File: config.mk
export PLATFORM = sky130hd
export DESIGN_NAME = irq_controller_flat
export DESIGN_NICKNAME = d
export VERILOG_FILES = /design/src/rtl/irq_pkg.sv /design/src/rtl/irq_controller_if.sv /design/src/rtl/irq_controller_prio_enc.sv /design/src/rtl/irq_controller.sv /design/src/flat_wrapper.sv
export SDC_FILE = /design/constraint.sdc
export NUM_CORES = 1
export LEC_CHECK = 0
export CAP_MARGIN = 15
export CORE_AREA = 10 10 68 70
export CTS_BUF_LIST = sky130_fd_sc_hd__clkbuf_16
export DETAILED_ROUTE_END_ITERATION = 12
export DIE_AREA = 0 0 78 80
export GPL_TIMING_DRIVEN = 0
export PLACE_DENSITY = 0.82
export SETUP_SLACK_MARGIN = 0.2
export SLEW_MARGIN = 10
export SYNTH_ARGS = -nofsm -noshare
export SYNTH_HDL_FRONTEND = slang
export SYNTH_SLANG_ARGS = --single-unit
File: constraint.sdc
create_clock -name clk -period 2.7 [get_ports clk]
set_clock_uncertainty 0.2 [all_clocks]
set_input_delay 0.81 -clock clk [delete_from_list [all_inputs] [get_ports clk]]
set_output_delay 0.81 -clock clk [all_outputs]
set_load 0.02 [all_outputs]
File: src/rtl/irq_pkg.sv
// Shared types and default sizing for the interrupt controller.
package irq_pkg;

  localparam int unsigned NSrcDefault  = 4;
  localparam int unsigned DataWDefault = 4;

  // Controller FSM: waiting for work, or holding an interrupt for the CPU.
  typedef enum logic [0:0] {
    StIdle,
    StPresent
  } irqState_e;

endpackage

File: src/rtl/irq_controller_if.sv
// Bundle of source, control and CPU-facing signals of the interrupt controller.
interface irq_controller_if
  import irq_pkg::*;
#(
  parameter int unsigned N_SRC  = NSrcDefault,
  parameter int unsigned DATA_W = DataWDefault,
  localparam int unsigned ID_W  = $clog2(N_SRC)
) ();

  logic [N_SRC-1:0]        src_pulse;
  logic [N_SRC*DATA_W-1:0] src_data;
  logic                    mask_wr;
  logic [N_SRC-1:0]        mask_in;
  logic                    irq_ack;
  logic                    ovr_clr;
  logic                    irq;
  logic [ID_W-1:0]         irq_id;
  logic [DATA_W-1:0]       irq_data;
  logic [N_SRC-1:0]        pending;
  logic [N_SRC-1:0]        overrun;

  // Driver of sources, mask and acknowledge (CPU / system side).
  modport master (
    output src_pulse, src_data, mask_wr, mask_in, irq_ack, ovr_clr,
    input  irq, irq_id, irq_data, pending, overrun
  );

  // The controller itself.
  modport slave (
    input  src_pulse, src_data, mask_wr, mask_in, irq_ack, ovr_clr,
    output irq, irq_id, irq_data, pending, overrun
  );

endinterface

File: src/rtl/irq_controller_prio_enc.sv
// Fixed-priority encoder: lowest set request bit wins.
module prio_enc #(
  parameter int unsigned N     = 4,
  localparam int unsigned IdW  = $clog2(N)
) (
  input  logic [N-1:0]   req,
  output logic           valid,
  output logic [IdW-1:0] idx
);

  // Scan from the top so the lowest set index is the last one written.
  always_comb begin
    valid = |req;
    idx   = '0;
    for (int i = int'(N) - 1; i >= 0; i--) begin
      if (req[i]) begin
        idx = IdW'(i);
      end
    end
  end

endmodule

File: src/rtl/irq_controller.sv
// Interrupt controller: per-source pending/payload capture, masking, overrun
// tracking and fixed-priority presentation of one interrupt at a time.
module irq_controller
  import irq_pkg::*;
#(
  parameter int unsigned N_SRC  = NSrcDefault,
  parameter int unsigned DATA_W = DataWDefault,
  localparam int unsigned ID_W  = $clog2(N_SRC)
) (
  input logic             clk,
  input logic             rst,
  irq_controller_if.slave bus
);

  logic [N_SRC-1:0]  pendingQ, pendingD;
  logic [N_SRC-1:0]  overrunQ, overrunD;
  logic [N_SRC-1:0]  maskQ;
  logic [DATA_W-1:0] latchQ [N_SRC];
  logic [DATA_W-1:0] latchD [N_SRC];

  irqState_e         stateQ, stateD;
  logic              selQ, selD;
  logic              irqQ, irqD;
  logic [ID_W-1:0]   idQ, idD;
  logic [DATA_W-1:0] dataQ, dataD;

  logic              ackFire;
  logic [N_SRC-1:0]  ackVec;
  logic [N_SRC-1:0]  candReq;
  logic              candValid;
  logic [ID_W-1:0]   candId;

  // Acknowledge only counts while an interrupt is actually presented.
  assign ackFire = (stateQ == StPresent) && bus.irq_ack;
  assign ackVec  = ackFire ? (N_SRC'(1) << idQ) : '0;
  assign candReq = pendingQ & ~maskQ;

  prio_enc #(
    .N (N_SRC)
  ) u_prio_enc (
    .req   (candReq),
    .valid (candValid),
    .idx   (candId)
  );

  // Per-source pending, overrun and payload next state; a new pulse beats a
  // same-cycle acknowledge of that source.
  always_comb begin
    for (int i = 0; i < int'(N_SRC); i++) begin
      pendingD[i] = bus.src_pulse[i] | (pendingQ[i] & ~ackVec[i]);
      overrunD[i] = (bus.src_pulse[i] & pendingQ[i] & ~ackVec[i]) |
                    (overrunQ[i] & ~bus.ovr_clr);
      latchD[i]   = latchQ[i];
      if (bus.src_pulse[i] && (!pendingQ[i] || ackVec[i])) begin
        latchD[i] = bus.src_data[i*DATA_W +: DATA_W];
      end
    end
  end

  // Presentation FSM: select in IDLE, raise irq one edge later, hold until ack.
  always_comb begin
    stateD = stateQ;
    selD   = selQ;
    irqD   = irqQ;
    idD    = idQ;
    dataD  = dataQ;
    unique case (stateQ)
      StIdle: begin
        if (selQ) begin
          stateD = StPresent;
          irqD   = 1'b1;
          selD   = 1'b0;
        end else if (candValid) begin
          selD  = 1'b1;
          idD   = candId;
          dataD = latchQ[candId];
        end
      end
      StPresent: begin
        if (bus.irq_ack) begin
          stateD = StIdle;
          irqD   = 1'b0;
        end
      end
      default: begin
        stateD = StIdle;
        irqD   = 1'b0;
      end
    endcase
  end

  // State registers with synchronous reset.
  always_ff @(posedge clk) begin
    if (rst) begin
      pendingQ <= '0;
      overrunQ <= '0;
      maskQ    <= '0;
      for (int i = 0; i < int'(N_SRC); i++) begin
        latchQ[i] <= '0;
      end
      stateQ <= StIdle;
      selQ   <= 1'b0;
      irqQ   <= 1'b0;
      idQ    <= '0;
      dataQ  <= '0;
    end else begin
      pendingQ <= pendingD;
      overrunQ <= overrunD;
      if (bus.mask_wr) begin
        maskQ <= bus.mask_in;
      end
      for (int i = 0; i < int'(N_SRC); i++) begin
        latchQ[i] <= latchD[i];
      end
      stateQ <= stateD;
      selQ   <= selD;
      irqQ   <= irqD;
      idQ    <= idD;
      dataQ  <= dataD;
    end
  end

  assign bus.irq      = irqQ;
  assign bus.irq_id   = idQ;
  assign bus.irq_data = dataQ;
  assign bus.pending  = pendingQ;
  assign bus.overrun  = overrunQ;

endmodule

File: src/flat_wrapper.sv
// flat-port wrapper written by rule: the top's interface ports become plain ports
module irq_controller_flat import irq_pkg::*;
#(
  parameter int unsigned N_SRC  = NSrcDefault,
  parameter int unsigned DATA_W = DataWDefault,
  localparam int unsigned ID_W  = $clog2(N_SRC)
)
  (clk, rst, bus_src_pulse, bus_src_data, bus_mask_wr, bus_mask_in, bus_irq_ack, bus_ovr_clr, bus_irq, bus_irq_id, bus_irq_data, bus_pending, bus_overrun);
  irq_controller_if #(.N_SRC(N_SRC), .DATA_W(DATA_W)) bus_i ();
  input logic clk;
  input logic rst;
  input wire logic [$bits(bus_i.src_pulse)-1:0] bus_src_pulse;
  input wire logic [$bits(bus_i.src_data)-1:0] bus_src_data;
  input wire logic [$bits(bus_i.mask_wr)-1:0] bus_mask_wr;
  input wire logic [$bits(bus_i.mask_in)-1:0] bus_mask_in;
  input wire logic [$bits(bus_i.irq_ack)-1:0] bus_irq_ack;
  input wire logic [$bits(bus_i.ovr_clr)-1:0] bus_ovr_clr;
  output wire logic [$bits(bus_i.irq)-1:0] bus_irq;
  output wire logic [$bits(bus_i.irq_id)-1:0] bus_irq_id;
  output wire logic [$bits(bus_i.irq_data)-1:0] bus_irq_data;
  output wire logic [$bits(bus_i.pending)-1:0] bus_pending;
  output wire logic [$bits(bus_i.overrun)-1:0] bus_overrun;
  assign bus_i.src_pulse = bus_src_pulse;
  assign bus_i.src_data = bus_src_data;
  assign bus_i.mask_wr = bus_mask_wr;
  assign bus_i.mask_in = bus_mask_in;
  assign bus_i.irq_ack = bus_irq_ack;
  assign bus_i.ovr_clr = bus_ovr_clr;
  assign bus_irq = bus_i.irq;
  assign bus_irq_id = bus_i.irq_id;
  assign bus_irq_data = bus_i.irq_data;
  assign bus_pending = bus_i.pending;
  assign bus_overrun = bus_i.overrun;
  irq_controller #(.N_SRC(N_SRC), .DATA_W(DATA_W)) u_core (.clk(clk), .rst(rst), .bus(bus_i));
endmodule
## Yosys cells after proc, flatten, opt, wreduce, memory -nomap -nowiden

Memory sizes are Yosys's and may differ from the RTL's. A register that Yosys moved wholly into a read port is not among the register bits.
Index checks and enable logic that the tools add are counted.

| storage, ports and cells | value |
|---|---|
| register bits | 17 |
| bits in writable memories | 16 |
| bits of input ports | 29 |
| logic and storage cells | 96 |
| memories | 1 |

Memory list:

| name | depth | bits a word | rd ports | clocked after memory_dff | wr ports | RTL line | RTL |
|---|---|---|---|---|---|---|---|
| u_core.latchQ | 4 | 4 | 1 | 1 | 4 | irq_controller.sv:18 | `logic [DATA_W-1:0] latchQ [N_SRC];` |

| cells by class | value |
|---|---|
| eq/ne operators | 6 |
| shift-type cells | 1 |
| multiplexer cells | 24 |
| bitwise gates (word level) | 37 |
| reduce and logical (&&, ||, !) cells | 20 |

Operators with widths:

| operator | count |
|---|---|
| 4-bit two-way mux | 9 |
| 1-bit bitwise AND | 16 |
| 1-bit OR | 12 |
| 2-bit AND reduction | 5 |
| 1-bit two-way mux | 9 |
| 2-bit two-way mux | 4 |
| 1-bit inverter | 7 |
| 1-bit logical AND | 5 |
| 4-bit bitwise AND | 1 |
| 1-bit zero test | 4 |
| 1-bit logical OR | 4 |
| 1-bit != test (second input constant) | 4 |
| 4-bit inverter | 1 |
| 1-bit case mux with 2 select lines | 2 |
| 4-bit OR reduction | 1 |
| 1-bit by 2-bit << shifter with 4-bit output (first input constant) | 1 |
| 3-bit AND reduction | 1 |
| 2-bit by 1-bit != test with 1-bit output (second input constant) | 1 |
| 2-bit != test (second input constant) | 1 |

## Depth between registers and ports, before layout

| depth | value |
|---|---|
| word-level depth | 7 |
| gate-level depth with buffers | 5 |

## By module

A second synthesis with hierarchy kept.

| second synthesis, totals | value |
|---|---|
| cell total of the unflattened synthesis | 141 |
| area total of the unflattened synthesis | 1595.3 µm² |

By module, submodules not included:

| module | times used | cells each | area each (µm²) | seq. area each (µm²) |
|---|---|---|---|---|
| irq_controller | 1 | 134 | 1560.2 | 900.9 |
| prio_enc | 1 | 7 | 35.0 | 0.0 |

## Worst setup path before layout

Ideal clock, no wire load.

| path | value |
|---|---|
| path kind | input port to flip-flop |
| start point | in rst |
| end point | mem u_core.latchQ[0][0] (netlist name) (enable) |
| setup time | 305 ps |
| arrival time | 1519 ps |
| setup slack | 676 ps |
| stages | 3 |
| buffers on the path | 2 |
| cell sequence | clkbuf_1 > buf_1 > a21o_1 |

RTL lines:

| what | RTL line | RTL |
|---|---|---|
| start, declared | flat_wrapper.sv:11 | `input logic rst;` |
| end, declared | irq_controller.sv:18 |  |

## Worst setup path after layout

| path | value |
|---|---|
| start point | reg u_core.idQ[0], in the netlist u_core.bus.irq_id[0] |
| end point | out bus_irq_id[0] |

RTL lines:

| what | RTL line | RTL |
|---|---|---|
| start, declared | irq_controller.sv:24 | `logic [ID_W-1:0] idQ, idD;` |
| start signal, assigned | irq_controller.sv:118 | `idQ <= idD;` |
| end, declared | flat_wrapper.sv:19 | `output wire logic [$bits(bus_i.irq_id)-1:0] bus_irq_id;` |

No word-level cell between the ends.

==> reports/results.tsv <==
metric	value	unit
ant_nets	0	
grt_pass1_wl	6450	um
maxSlewHeadroom	68.9	%
grt_use_total	13.3	%
multiInputGateArea	699	um^2
fin_crit_sh	89.1	%
grtUsageMet1	12.9	%
tightestPinTransition	466	ps
cp_max_fo	6	
first_pass_iters	4	
synth_area	1640	um^2
yosysUniqueCellTypes	41	
cts_sinks	37	
fill_cells	260	
dp_hpwl	3070	um
drtIter0Drc	57	
synth_xor_area_share	0	%
via_per_inst	5.23	
yosys_warnings	0	
p_sw	0.365	mW
p_leak	0.897	nW
port_buffers	41	
critPathLaunchType	flip-flop	
num_rows	21	
synthMuxAreaShare	2.44	%
clock_latency	280	ps
overflow	0	
fin_cells	239	
die_w	78	um
antenna_cells	0	
die_h	80	um
slowest_delay	660	ps
synth-adder-area-share	0	%
cp_slowest_cell	clkdlybuf4s50_1	
grt_pass1_vias	1386	
maxCapViolations	0	
synth-seq-cells	37	
criticalPathCategory	reg -> out	
area_growth	37.5	%
busiest_layer	met2	
die_area	6240	um^2
cts_tree	yes	
setup_viol	0	
htree_levels	2	
rsz0062_at_grt	false	
synthesis.nets	173	
fmax	416	MHz
io_pins	44	
path_buf_inv	1	
critPathRequiredTime	1690	ps
synthFlopType	dfxtp_1	
hp-class	reg -> reg	
synth_compound_area_share	19.0	%
place_congestion	0.800	
antenna_found_initial	0	
power_density	654	nW/um^2
dp.cells	231	
syn_inst	144	
pwr-share-clk	35.8	%
pwr-share-seq	45.3	%
synth_edf_count	16	
final_nets	221	
status	finished, final reports clean	
drv_slew	0	
end_kind	output pin	
fin_crit	2410	ps
drc_errors	0	
swShare	24.7	%
synthArstFlopShare	0	%
grt_max_degree	12	
seq_area_frac_synth	54.8	%
met2_usage	23.4	%
p_comb_share	18.9	%
clk_pin_slew	50	ps
yosys.area_share.simple	20.6	%
clk_path_buf_depth	2	
synth_area_per_cell	11.4	um^2
max-vdd-ir-drop	0.512	mV
power	1.48	mW
crit_chain	clkdlybuf4s50_1	
path_delay_family	buffers and inverters	
wl	3980	um
p_int	1.11	mW
vias	1249	
clockRootBuffer	clkbuf_16	
wl_per_cell	16.7	um
cp.arrival	1400	ps
drive_above_1_share	11.9	%
regArea	901	um^2
met3_usage	6.42	%
start_util	50.0	%
cts_buffers	5	
coreArea	3280	um^2
synth_top_family_by_area	simple AND/OR/NAND/NOR gates	
post-cts-setup-buffers	0	
hold_violations	0	
==> layer usage <==
layer	wire length (um)	part of all wire, %
met4	91	2.3
met1	1570	39
met2	2050	51
met5	0	0
met3	272	6.8
==> flip-flops by register name, summed over array words and instances, names as in the netlist <==
signal               flops
u_core.latchQ           16
u_core.selQ              1
u_core.bus.irq           1
u_core.stateQ            1
u_core.maskQ             4
u_core.bus.pending       4
u_core.bus.irq_id        2
u_core.bus.overrun       4
u_core.bus.irq_data      4
==> logic make-up (layout without fill, tap and decap cells) <==
logic type             after synthesis  in the layout
muxes                                4              4
AOI/OAI and AO/OA                   36             36
and+or+nand+nor                     56             56
DFF                                 37             37
buffers and inverters               11             60
==> path summary, 6_finish.rpt <==
kind / from / end / slack [ps] / depth (start not counted)
worst max register to register: u_core.bus.irq_id[1] / u_core.latchQ[2][0] / 870 / 4
worst min-delay path: u_core.bus.overrun[0] / u_core.bus.overrun[0] / 270 / 2
worst min register to register: u_core.bus.overrun[0] / u_core.bus.overrun[0] / 270 / 2
worst max-delay path: u_core.bus.irq_id[0] / bus_irq_id[0] / 290 / 1
==> synthesized netlist by cell type (3+ instances only) <==
library cell / instances / share of area, %
dfxtp_1: 21 / 26
a32o_1: 4 / 2.4
nand2b_1: 6 / 2.3
a21oi_1: 10 / 3.0
nand2_1: 5 / 1.1
nor2_1: 10 / 2.3
and2_1: 16 / 6.1
o31a_2: 4 / 2.4
clkbuf_1: 3 / 0.69
mux2i_1: 4 / 2.4
a221o_1: 4 / 2.4
a21o_1: 4 / 1.8
inv_1: 5 / 1.1
edfxtp_1: 16 / 29
==> area by class of cell <==
class	instances	area share, %
inverter	5	0.831
clock buffer	5	5.54
buffer	6	1.50
multi-input combinational	96	31.0
sequential	37	39.9
tap	46	2.55
clock inverter	3	0.498
timing repair buffer	41	18.3
==> layout by cell type, fill, tap and decap left out, drive strengths merged <==
cell and count:
a211oi 2, a21o 4, a21oi 10, a221o 4
a2bb2oi 2, a31o 1, a32o 4, a32oi 1
and2 16, and2b 2, and3b 1, buf 3
clkbuf 8, clkdlybuf4s50 40, clkinv 1, dfxtp 21
dlymetal6s2s 1, edfxtp 16, inv 7, mux2i 4
nand2 6, nand2b 6, nand3 1, nand4 1
nor2 11, nor2b 4, nor3 1, nor3b 3
o21ai 1, o31a 4, o31ai 2, o41ai 1
or2 2, or2b 1, or3 1
==> what timing repair did <==
| action | in CTS | in global routing |
|---|---|---|
| resized for setup | 0 | 3 |
| endpoints found under the setup margin | 0 | 6 |
| hold buffers | 0 | 0 |
==> worst min-delay path: cells and delay by family (launching register included) <==
kind	cells	cell delay [ps]
flip-flops	1	310
AO/OA/AOI/OAI	1	50
AND/OR/NAND/NOR	1	50
==> power by group through the flow <==
| stage | Sequential, mW | Clock [mW] | Combinational (mW) |
|---|---|---|---|
| finish | 0.670 | 0.530 | 0.280 |
| floorplan | 0.697 | 0 | 0.141 |
| CTS | 0.669 | 0.545 | 0.281 |
| global route | 0.674 | 0.568 | 0.303 |
| global placement | 0.677 | 0 | 0.271 |
| detailed placement | 0.679 | 0 | 0.277 |
==> per-stage QoR <==
step | utilization [%] | TNS (ps) | area, um^2 | hold slack (ps) | setup slack, ps
6_report | 68.8 | 0 | 2260 | 265 | 294
3_5_place_dp | 64.3 | -31.1 | 2110 | 259 | -19.0
4_1_cts | 68.4 | 0 | 2250 | 272 | 215
5_1_grt | 68.8 | 0 | 2260 | 302 | 237
3_3_place_gp | 64.3 | 0 | 2110 | 250 | 51.9
2_1_floorplan | - | 0 | 1640 | 267 | 676
Power figures use the tool's default switching activity.
